[src/rtl/fetch_dispatch_ctrl.sv]
// fetch_dispatch_ctrl
//   Instruction fetch front end. Issues in-order fetch requests under a credit
//   limit, pairs each returned instruction with its fetch address, buffers the
//   pairs and dispatches them alternately to two IFU ways in program order.
//   A jump redirects the PC, empties the buffer and discards every return that
//   is still in flight (FLUSH state) before fetching resumes.
//
// Parameters
//   RESET_PC         PC loaded on reset
//   MAX_OUTSTANDING  credit limit and response-buffer depth (1..4)
// Ports
//   clk, reset                   clock, synchronous active-high reset
//   jumpFlag_i, jumpAddr_i       redirect request and target
//   mem_req_o, mem_addr_o        fetch request / address
//   mem_ready_i                  memory accepts the request this cycle
//   mem_rvalid_i, mem_rdata_i    in-order instruction return
//   way0/1_ready_i               IFU way can accept
//   way0/1_valid_o               dispatch strobe per way
//   inst_o, instAddr_o           shared dispatch payload (zero when idle)
// Optional build macro
//   FETCH_PERF_CNT_EN  adds dispatch_cnt_o (32) and flush_cnt_o (16)
module fetch_dispatch_ctrl #(
  parameter logic [31:0] RESET_PC        = 32'h8000_0000,
  parameter int          MAX_OUTSTANDING = 2
) (
  input  logic        clk,
  input  logic        reset,
  input  logic        jumpFlag_i,
  input  logic [31:0] jumpAddr_i,
  output logic        mem_req_o,
  output logic [31:0] mem_addr_o,
  input  logic        mem_ready_i,
  input  logic        mem_rvalid_i,
  input  logic [31:0] mem_rdata_i,
  input  logic        way0_ready_i,
  input  logic        way1_ready_i,
  output logic        way0_valid_o,
  output logic        way1_valid_o,
  output logic [31:0] inst_o,
  output logic [31:0] instAddr_o
`ifdef FETCH_PERF_CNT_EN
  ,
  output logic [31:0] dispatch_cnt_o,
  output logic [15:0] flush_cnt_o
`endif
);

  localparam int CW    = 3;  // holds 0..4
  localparam int IW    = 2;
  localparam int DEPTH = 4;
  localparam logic [IW-1:0] LAST = IW'(MAX_OUTSTANDING - 1);
  localparam logic [CW:0]   MAXC = (CW+1)'(MAX_OUTSTANDING);

  typedef enum logic [1:0] {IDLE = 2'd0, FETCH = 2'd1, FLUSH = 2'd2} state_e;
  typedef struct packed {
    logic [31:0] inst;
    logic [31:0] addr;
  } resp_t;

  state_e        state_q, state_d;
  logic [31:0]   pc_q, pc_d;
  logic [CW-1:0] out_q, out_d;    // accepted, not yet returned
  logic [CW-1:0] cnt_q, cnt_d;    // buffered responses
  logic [CW-1:0] disc_q, disc_d;  // returns still to be dropped
  logic          ptr_q, ptr_d;    // target way of buffer head

  logic [31:0]   afifo_q [DEPTH];
  logic [IW-1:0] af_wr_q, af_rd_q;
  resp_t         rbuf_q [DEPTH];
  logic [IW-1:0] rb_wr_q, rb_rd_q;

  logic  req, accept, rsp_take, rsp_wr, rsp_drop, dispatch, tgt_rdy;
  resp_t head;

  // Circular index wrapping at MAX_OUTSTANDING entries.
  function automatic logic [IW-1:0] nxt(input logic [IW-1:0] i);
    return (i == LAST) ? '0 : i + IW'(1);
  endfunction

  always_comb begin
    tgt_rdy  = ptr_q ? way1_ready_i : way0_ready_i;
    // Credits count both in-flight and buffered entries, so a return can
    // always be written even when a dispatch is stalled.
    req      = !reset && (state_q == FETCH) && !jumpFlag_i
               && (({1'b0, out_q} + {1'b0, cnt_q}) < MAXC);
    accept   = req && mem_ready_i;
    // A return is only meaningful while something is pending; stray ones
    // (e.g. from requests abandoned by reset) are ignored.
    rsp_take = !reset && mem_rvalid_i && ((out_q != '0) || (disc_q != '0));
    rsp_wr   = rsp_take && !jumpFlag_i && (state_q != FLUSH) && (out_q != '0);
    rsp_drop = rsp_take && !rsp_wr;
    dispatch = !reset && !jumpFlag_i && (cnt_q != '0) && tgt_rdy;
    head     = rbuf_q[rb_rd_q];
  end

  always_comb begin
    pc_d   = pc_q;
    out_d  = out_q;
    cnt_d  = cnt_q;
    disc_d = disc_q;
    ptr_d  = ptr_q;
    if (jumpFlag_i) begin
      pc_d   = jumpAddr_i;
      out_d  = '0;
      cnt_d  = '0;
      ptr_d  = 1'b0;
      // Everything in flight becomes discard; a return arriving with the
      // jump is itself one of those and is consumed right now.
      disc_d = disc_q + out_q - CW'(rsp_drop);
    end else begin
      if (accept) pc_d = pc_q + 32'd4;
      out_d  = out_q + CW'(accept) - CW'(rsp_wr);
      cnt_d  = cnt_q + CW'(rsp_wr) - CW'(dispatch);
      disc_d = disc_q - CW'(rsp_drop);
      if (dispatch) ptr_d = ~ptr_q;
    end
  end

  always_ff @(posedge clk) begin
    if (reset) begin
      pc_q    <= RESET_PC;
      out_q   <= '0;
      cnt_q   <= '0;
      disc_q  <= '0;
      ptr_q   <= 1'b0;
      af_wr_q <= '0;
      af_rd_q <= '0;
      rb_wr_q <= '0;
      rb_rd_q <= '0;
    end else begin
      pc_q   <= pc_d;
      out_q  <= out_d;
      cnt_q  <= cnt_d;
      disc_q <= disc_d;
      ptr_q  <= ptr_d;
      if (jumpFlag_i) begin
        af_wr_q <= '0;
        af_rd_q <= '0;
        rb_wr_q <= '0;
        rb_rd_q <= '0;
      end else begin
        if (accept) af_wr_q <= nxt(af_wr_q);
        if (rsp_wr) begin
          af_rd_q <= nxt(af_rd_q);
          rb_wr_q <= nxt(rb_wr_q);
        end
        if (dispatch) rb_rd_q <= nxt(rb_rd_q);
      end
    end
  end

  // Storage needs no reset: occupancy is tracked by the counters above.
  always_ff @(posedge clk) begin
    if (accept) afifo_q[af_wr_q] <= pc_q;
    if (rsp_wr) rbuf_q[rb_wr_q]  <= '{inst: mem_rdata_i, addr: afifo_q[af_rd_q]};
  end

  // FSM: state register / next state / outputs
  always_ff @(posedge clk) begin
    if (reset) state_q <= IDLE;
    else       state_q <= state_d;
  end

  always_comb begin
    state_d = state_q;
    unique case (state_q)
      IDLE:         state_d = FETCH;  // nothing in flight, nothing to discard
      FETCH, FLUSH: state_d = (disc_d != '0) ? FLUSH : FETCH;
      default:      state_d = IDLE;
    endcase
  end

  always_comb begin
    mem_req_o    = req;
    mem_addr_o   = pc_q;
    way0_valid_o = dispatch && !ptr_q;
    way1_valid_o = dispatch && ptr_q;
    inst_o       = dispatch ? head.inst : '0;
    instAddr_o   = dispatch ? head.addr : '0;
  end

`ifdef FETCH_PERF_CNT_EN
  logic [31:0] disp_cnt_q;
  logic [15:0] flush_cnt_q;

  always_ff @(posedge clk) begin
    if (reset) begin
      disp_cnt_q  <= '0;
      flush_cnt_q <= '0;
    end else begin
      if (dispatch)   disp_cnt_q  <= disp_cnt_q + 32'd1;
      if (jumpFlag_i) flush_cnt_q <= flush_cnt_q + 16'd1;
    end
  end

  assign dispatch_cnt_o = disp_cnt_q;
  assign flush_cnt_o    = flush_cnt_q;
`endif

endmodule

[config.mk]
export PLATFORM = sky130hd
export DESIGN_NAME = fetch_dispatch_ctrl
export DESIGN_NICKNAME = d
export VERILOG_FILES = /design/src/rtl/fetch_dispatch_ctrl.sv
export SDC_FILE = /design/constraint.sdc
export NUM_CORES = 1
export LEC_CHECK = 0
export CORE_UTILIZATION = 50
export DETAILED_ROUTE_END_ITERATION = 7
export PLACE_DENSITY = 0.74
export SLEW_MARGIN = 0
export SYNTH_ARGS = -nofsm -noshare
export SYNTH_HDL_FRONTEND = slang
export SYNTH_SLANG_ARGS = --single-unit
[constraint.sdc]
create_clock -name clk -period 7.2 [get_ports clk]
set_input_delay 1.44 -clock clk [delete_from_list [all_inputs] [get_ports clk]]
set_output_delay 1.44 -clock clk [all_outputs]
set_load 0.05 [all_outputs]
**After elaboration in Yosys (flattened, before gate mapping)**

Memory sizes are Yosys's and may differ from the RTL's. A register that Yosys moved wholly into a read port is not among the register bits.
Cells that the tools add are included.

- $add $sub $neg: 13
- Multiply operators: 0
- Div/mod/pow operators: 0
- Order comparisons: 1
- Equal/unequal tests: 7
- Shifts and indexed selects: 0
- Mux-type cells: 20
- Bitwise logic cells: 1
- Reduce and logical (&&, ||, !) cells: 28

Operators by type and width:

| cell | number |
|---|---|
| two-way mux 32 bit | 4 |
| adder 32 x 3 -> 32 bit (second input constant) | 1 |
| two-way mux 2 bit | 9 |
| logical AND 1 bit | 15 |
| nonzero test 3 bit | 4 |
| subtractor 3 x 1 -> 3 bit | 4 |
| == test 2 x 1 -> 1 bit (second input constant) | 5 |
| adder 2 x 1 -> 2 bit (second input constant) | 4 |
| adder 3 x 1 -> 3 bit | 2 |
| two-way mux 1 bit | 5 |
| adder 3 x 3 -> 4 bit | 1 |
| logical NOT 1 bit | 4 |
| less-than comparator 4 x 2 -> 1 bit (second input constant) | 1 |
| one-hot mux 2 bit (2 select lines) | 1 |
| OR reduction 2 bit | 2 |
| adder 3 bit | 1 |
| two-way mux 3 bit | 1 |
| == test 2 bit (second input constant) | 1 |
| logical NOT 2 bit | 1 |
| inequality test 2 bit (second input constant) | 1 |
| nonzero test 2 bit | 1 |
| logical OR 1 bit | 1 |
| NOT 1 bit | 1 |

- Register bits: 52
- Latch bits: 0
- Memory bits (writable): 384
- Bits in read-only memories: 0
- Input port bits: 71
- Output and inout bits: 99
- Logic and storage cells: 82
- Memories kept: 2

Memory list:

| memory | depth | width | read ports | clocked after Yosys merged registers in | write ports | RTL line | text |
|---|---|---|---|---|---|---|---|
| rbuf_q | 4 | 64 | 1 | 1 | 1 | 69 | `resp_t rbuf_q [DEPTH];` |
| afifo_q | 4 | 32 | 1 | 1 | 1 | 67 | `logic [31:0] afifo_q [DEPTH];` |

**Longest topological paths before layout**

- Word-level depth: 13
- Gate-level depth with buffers: 14
- Depth with buffers taken out: 13

**Worst setup path before layout**

OpenSTA, ideal clock, no wires.

- Kind: in2reg
- From: input jumpFlag_i
- To: memory rbuf_q[2][0] (netlist bit), enable pin
- Setup time: 0.578 ns
- Data arrival time: 6.884 ns
- Data required time: 6.622 ns
- Setup slack: -0.262 ns
- Stages: 3
- Path buffers: 0
- Cells stage by stage: or2_2 or3_1 nor3b_1

- Word-level cells in the longest chain between the ends: 6

RTL lines:

| item | RTL line | text |
|---|---|---|
| start: declaration | 28 | `input logic jumpFlag_i,` |
| logical NOT 1 bit | 90 | `rsp_wr = rsp_take && !jumpFlag_i && (state_q != FLUSH) && (out_q != '0);` |
| logical AND 1 bit (3 in a row) | 90 |  |
| two-way mux 1 bit | 155 | `if (rsp_wr) rbuf_q[rb_wr_q] <= '{inst: mem_rdata_i, addr: afifo_q[af_rd_q]};` |
| two-way mux 1 bit (implied by the code) | 155 |  |
| end: declaration | 69 |  |

No other way between the ends.

**Final worst setup path**

- From: input way1_ready_i
- To: output instAddr_o[25]

- Word-level cells in the longest chain between the ends: 3

RTL lines:

| item | RTL line | text |
|---|---|---|
| start: declaration | 36 | `input logic way1_ready_i,` |
| two-way mux 1 bit | 81 | `tgt_rdy = ptr_q ? way1_ready_i : way0_ready_i;` |
| logical AND 1 bit | 92 | `dispatch = !reset && !jumpFlag_i && (cnt_q != '0) && tgt_rdy;` |
| two-way mux 32 bit | 179 | `instAddr_o = dispatch ? head.addr : '0;` |
| end: declaration | 40 | `output logic [31:0] instAddr_o` |

No other way between the ends.

==> flow_metrics.tcl <==
set metrics [dict create \
    critPathLaunchType "primary input" \
    setup_slack_ns 1.529 \
    timing.final.max_slew_violations 0 \
    reg2reg_depth 13 \
    status "finished, final reports clean" \
    regToRegStartpoint "out_q[0]$_SDFF_PP0_" \
    cp_slowest_cell "clkdlybuf4s50_1" \
    regToRegEndpoint "out_q[2]$_SDFF_PP0_" \
    cts_setup_buffers 0 \
    fp.dieW_um 189.0 \
    min_path_type "register to register" \
    area_delta_synth_final_pct 20.93 \
    grt_max_degree 65 \
    timing.fmax_mhz 176.3 \
    timing.slew.headroom_pct 27.66 \
    syn_area_um2 17480 \
    gp_congestion 0.8802 \
    start_util_pct 50.72 \
    stdcell_area_um2 21130 \
    min_path_cells 2 \
    syn_area_per_cell_um2 18.30 \
    critical_path_class "primary input to output port" \
    worstPathRequired_ns 5.76 \
    final_cells 1618 \
    cpMostUsedCell "clkdlybuf4s50_1" \
    worstHoldStart "rb_rd_q[1]$_SDFFE_PP0P_" \
    diodes 0 \
    grt_antenna_before_repair 0 \
    yosys_most_used_dff "edfxtp_1" \
    drive_above_1_share_pct 17.45 \
    nNetsFinal 1220 \
    place_inst 1540 \
    finalHoldViolCount 0 \
    clock-sinks 440 \
    ctsRootBufferMaster "clkbuf_16" \
    end_kind "output port" \
    cts_resized 0 \
    htreeDepth 2 \
    drtIter0Drc 663 \
    track_usage_pct 20.38 \
    clk_pin_slew_ns 0.06 \
    core_um2 34460 \
    die_h_um 189.0 \
    timing.critical_path.buf_inv 3 \
    grt_pass1_wl_um 55430 \
    post-route-period-util_pct 78.77 \
    synth_nets 1044 \
    numCtsBuffers 44 \
    worst_pin_slew_ns 1.085 \
    tns_ns 0 \
    postCtsHoldBufs 0 \
    worst-r2r-setup-slack_ns 2.82 \
    place_ws_ns 1.478 \
    clk_path_buf_depth 3 \
    vias_per_cell 5.807 \
    cp.arrival_ns 4.23 \
    placed_area_um2 19700 \
    crit_path_max_fanout 43 \
    synth_seq_cells 440 \
    grt_pass1_vias 9586 \
    wl_um 35620 \
    drt-pass1-iter-count 5 \
    grt_setup_unrepaired "false" \
    cts_tree "yes" \
    max-cap-violations 0 \
    synth-seq-area-share_pct 72.40 \
    synth_edf_count 384 \
    remaining_drc_errors 0 \
    crit_chain "clkdlybuf4s50_1, mux2i_1, nor2_4, buf_4, and3_1, clkdlybuf4s50_1" \
    ant_nets 0 \
    top_level_ports 170 \
    dp_hpwl_um 21390 \
    routedWlPerCell_um 22.02 \
    power.density_nw_per_um2 253.1 \
    synth_warnings 0 \
    dieArea_um2 35700 \
    yosysUniqueCellTypes 64 \
    finalSetupViolations 0 \
    syn_inst 955 \
    core.rowCount 68 \
    via_count 9395 \
    slowest_delay_ns 0.81 \
    ir_worst_vdd_mv 0.1724 \
    insertion_delay_ns 0.53 \
    port_buffers 169 \
    period_needed_ns 5.671 \
    fin_worst_skew_ns 0.01232 \
    critical-path-top-delay-family "buffers and inverters" \
    grt_overflow 0 \
    async_flop_share_pct 0 \
    cellLeakagePower_nw 6.928 \
]
-- cell type report --
| class | instances | area, um2 |
|---|---|---|
| tap | 455 | 569.3 |
| clock buffer | 54 | 1211 |
| sequential | 440 | 12660 |
| multi-input combinational | 435 | 4552 |
| timing repair buffer | 185 | 1824 |
| inverter | 25 | 93.84 |
| fill | 2504 | 13320 |
| clock inverter | 24 | 224.0 |
-- Yosys cell counts (4+ instances only) --
master    instances  share of area [%]
a21oi_1          13               0.37
o21ai_0           5               0.14
nor3_1           15               0.43
a211oi_1         10               0.43
nor4_1            9               0.32
or3_1             4               0.14
xnor2_1          18               0.90
fa_1              4               0.46
nand2b_1          5               0.18
nand3_1          16               0.46
a211o_1           4               0.20
nand2_1          25               0.54
buf_2            13               0.37
nor2_1           38               0.82
nand4_1           8               0.29
clkbuf_1         38               0.82
and4_1            4               0.20
mux4_2           96                 12
inv_1            23               0.49
ha_1             14                1.0
a31oi_1           5               0.18
edfxtp_1        384                 66
and3_1           77                2.8
mux2i_1           5               0.29
dfxtp_1          56                6.4
and2_1            6               0.21
-- sequential cells by signal, indices dropped and copies added, names as in the netlist, named ones only --
name and cells:
af_rd_q 2, rb_rd_q 2, af_wr_q 2, rb_wr_q 2
mem_addr_o 32, ptr_q 1, out_q 3, state_q 2
rbuf_q 256, cnt_q 3, disc_q 3, afifo_q 128
-- cells in the final DEF, fill, tap and decap left out, types with 5 or more instances in the layout --
| master | netlist | routed |
|---|---|---|
| inv_1 | 23 | 23 |
| nor3_1 | 15 | 13 |
| clkinv_2 | 0 | 7 |
| nand2_1 | 25 | 25 |
| nand2b_1 | 5 | 5 |
| a31oi_1 | 5 | 5 |
| o21ai_0 | 5 | 5 |
| nor2_1 | 38 | 34 |
| clkdlybuf4s50_1 | 0 | 169 |
| nand3_1 | 16 | 16 |
| ha_1 | 14 | 14 |
| clkbuf_16 | 0 | 46 |
| mux2i_1 | 5 | 5 |
| nand4_1 | 8 | 8 |
| and3_1 | 77 | 76 |
| mux4_2 | 96 | 96 |
| xnor2_1 | 18 | 18 |
| clkinv_1 | 1 | 11 |
| dfxtp_1 | 56 | 52 |
| and2_1 | 6 | 6 |
| a21oi_1 | 13 | 13 |
| a211oi_1 | 10 | 10 |
| buf_4 | 0 | 15 |
| clkbuf_1 | 38 | 5 |
| edfxtp_1 | 384 | 384 |
| nor4_1 | 9 | 9 |
-- where the power goes --
group | switching [mW] | internal (mW) | leakage [nW]
clock | 0.911 | 1.34 | 0.710
combinational | 0.149 | 0.108 | 2.28
sequential | 0.0437 | 2.80 | 3.94
-- routing by layer --
metal / GRT usage, % / wire length, um / share of wire (%) / vias to the layer above
met5: 0 / 0 / 0 / -
met4: 5.056 / 614 / 1.7 / 0
met3: 3.318 / 2093 / 5.9 / 55
met2: 33.16 / 17000 / 48 / 362
met1: 28.94 / 15910 / 45 / 4778
li1: - / - / - / 4200
-- kinds of logic after synthesis --
kind of cell             Yosys count  share of synthesized area, %
XOR/XNOR                          22                         1.189
AND/OR/NAND/NOR                  227                         7.618
buffers and inverters             80                         1.854
adder cells (fa/ha/maj)           18                         1.461
flip-flops                       440                         72.40
multiplexers                     101                         12.66
AO/OA/AOI/OAI                     67                         2.821
-- tightest hold or removal path, delay by kind of cell (launching register included) --
family | cells | cell delay, ns
flip-flops | 1 | 0.30
AND/OR/NAND/NOR | 1 | 0.05
AO/OA/AOI/OAI | 1 | 0.04
-- through the flow --
stage | utilization [%] | power (mW) | hold WS, ns
2_1_floorplan | - | 3.032 | 0.4065
3_3_place_gp | 57.17 | 3.144 | 0.4082
3_5_place_dp | 57.17 | 3.152 | 0.4148
4_1_cts | 61.33 | 5.393 | 0.4307
5_1_grt | 61.33 | 5.518 | 0.4705
6_report | 61.33 | 5.350 | 0.4279
-- worst max path at each step --
stage	from	to	depth (start not counted)
after global routing	way1_ready_i	instAddr_o[25]	6
after detailed placement	way1_ready_i	instAddr_o[25]	6
after floorplan	jumpFlag_i	rbuf_q[0][0]$_DFFE_PP_	3
final	way1_ready_i	instAddr_o[25]	6
after global placement	way1_ready_i	instAddr_o[25]	6
after CTS	way1_ready_i	instAddr_o[25]	6
No activity file was read; power rests on OpenSTA's default activity.
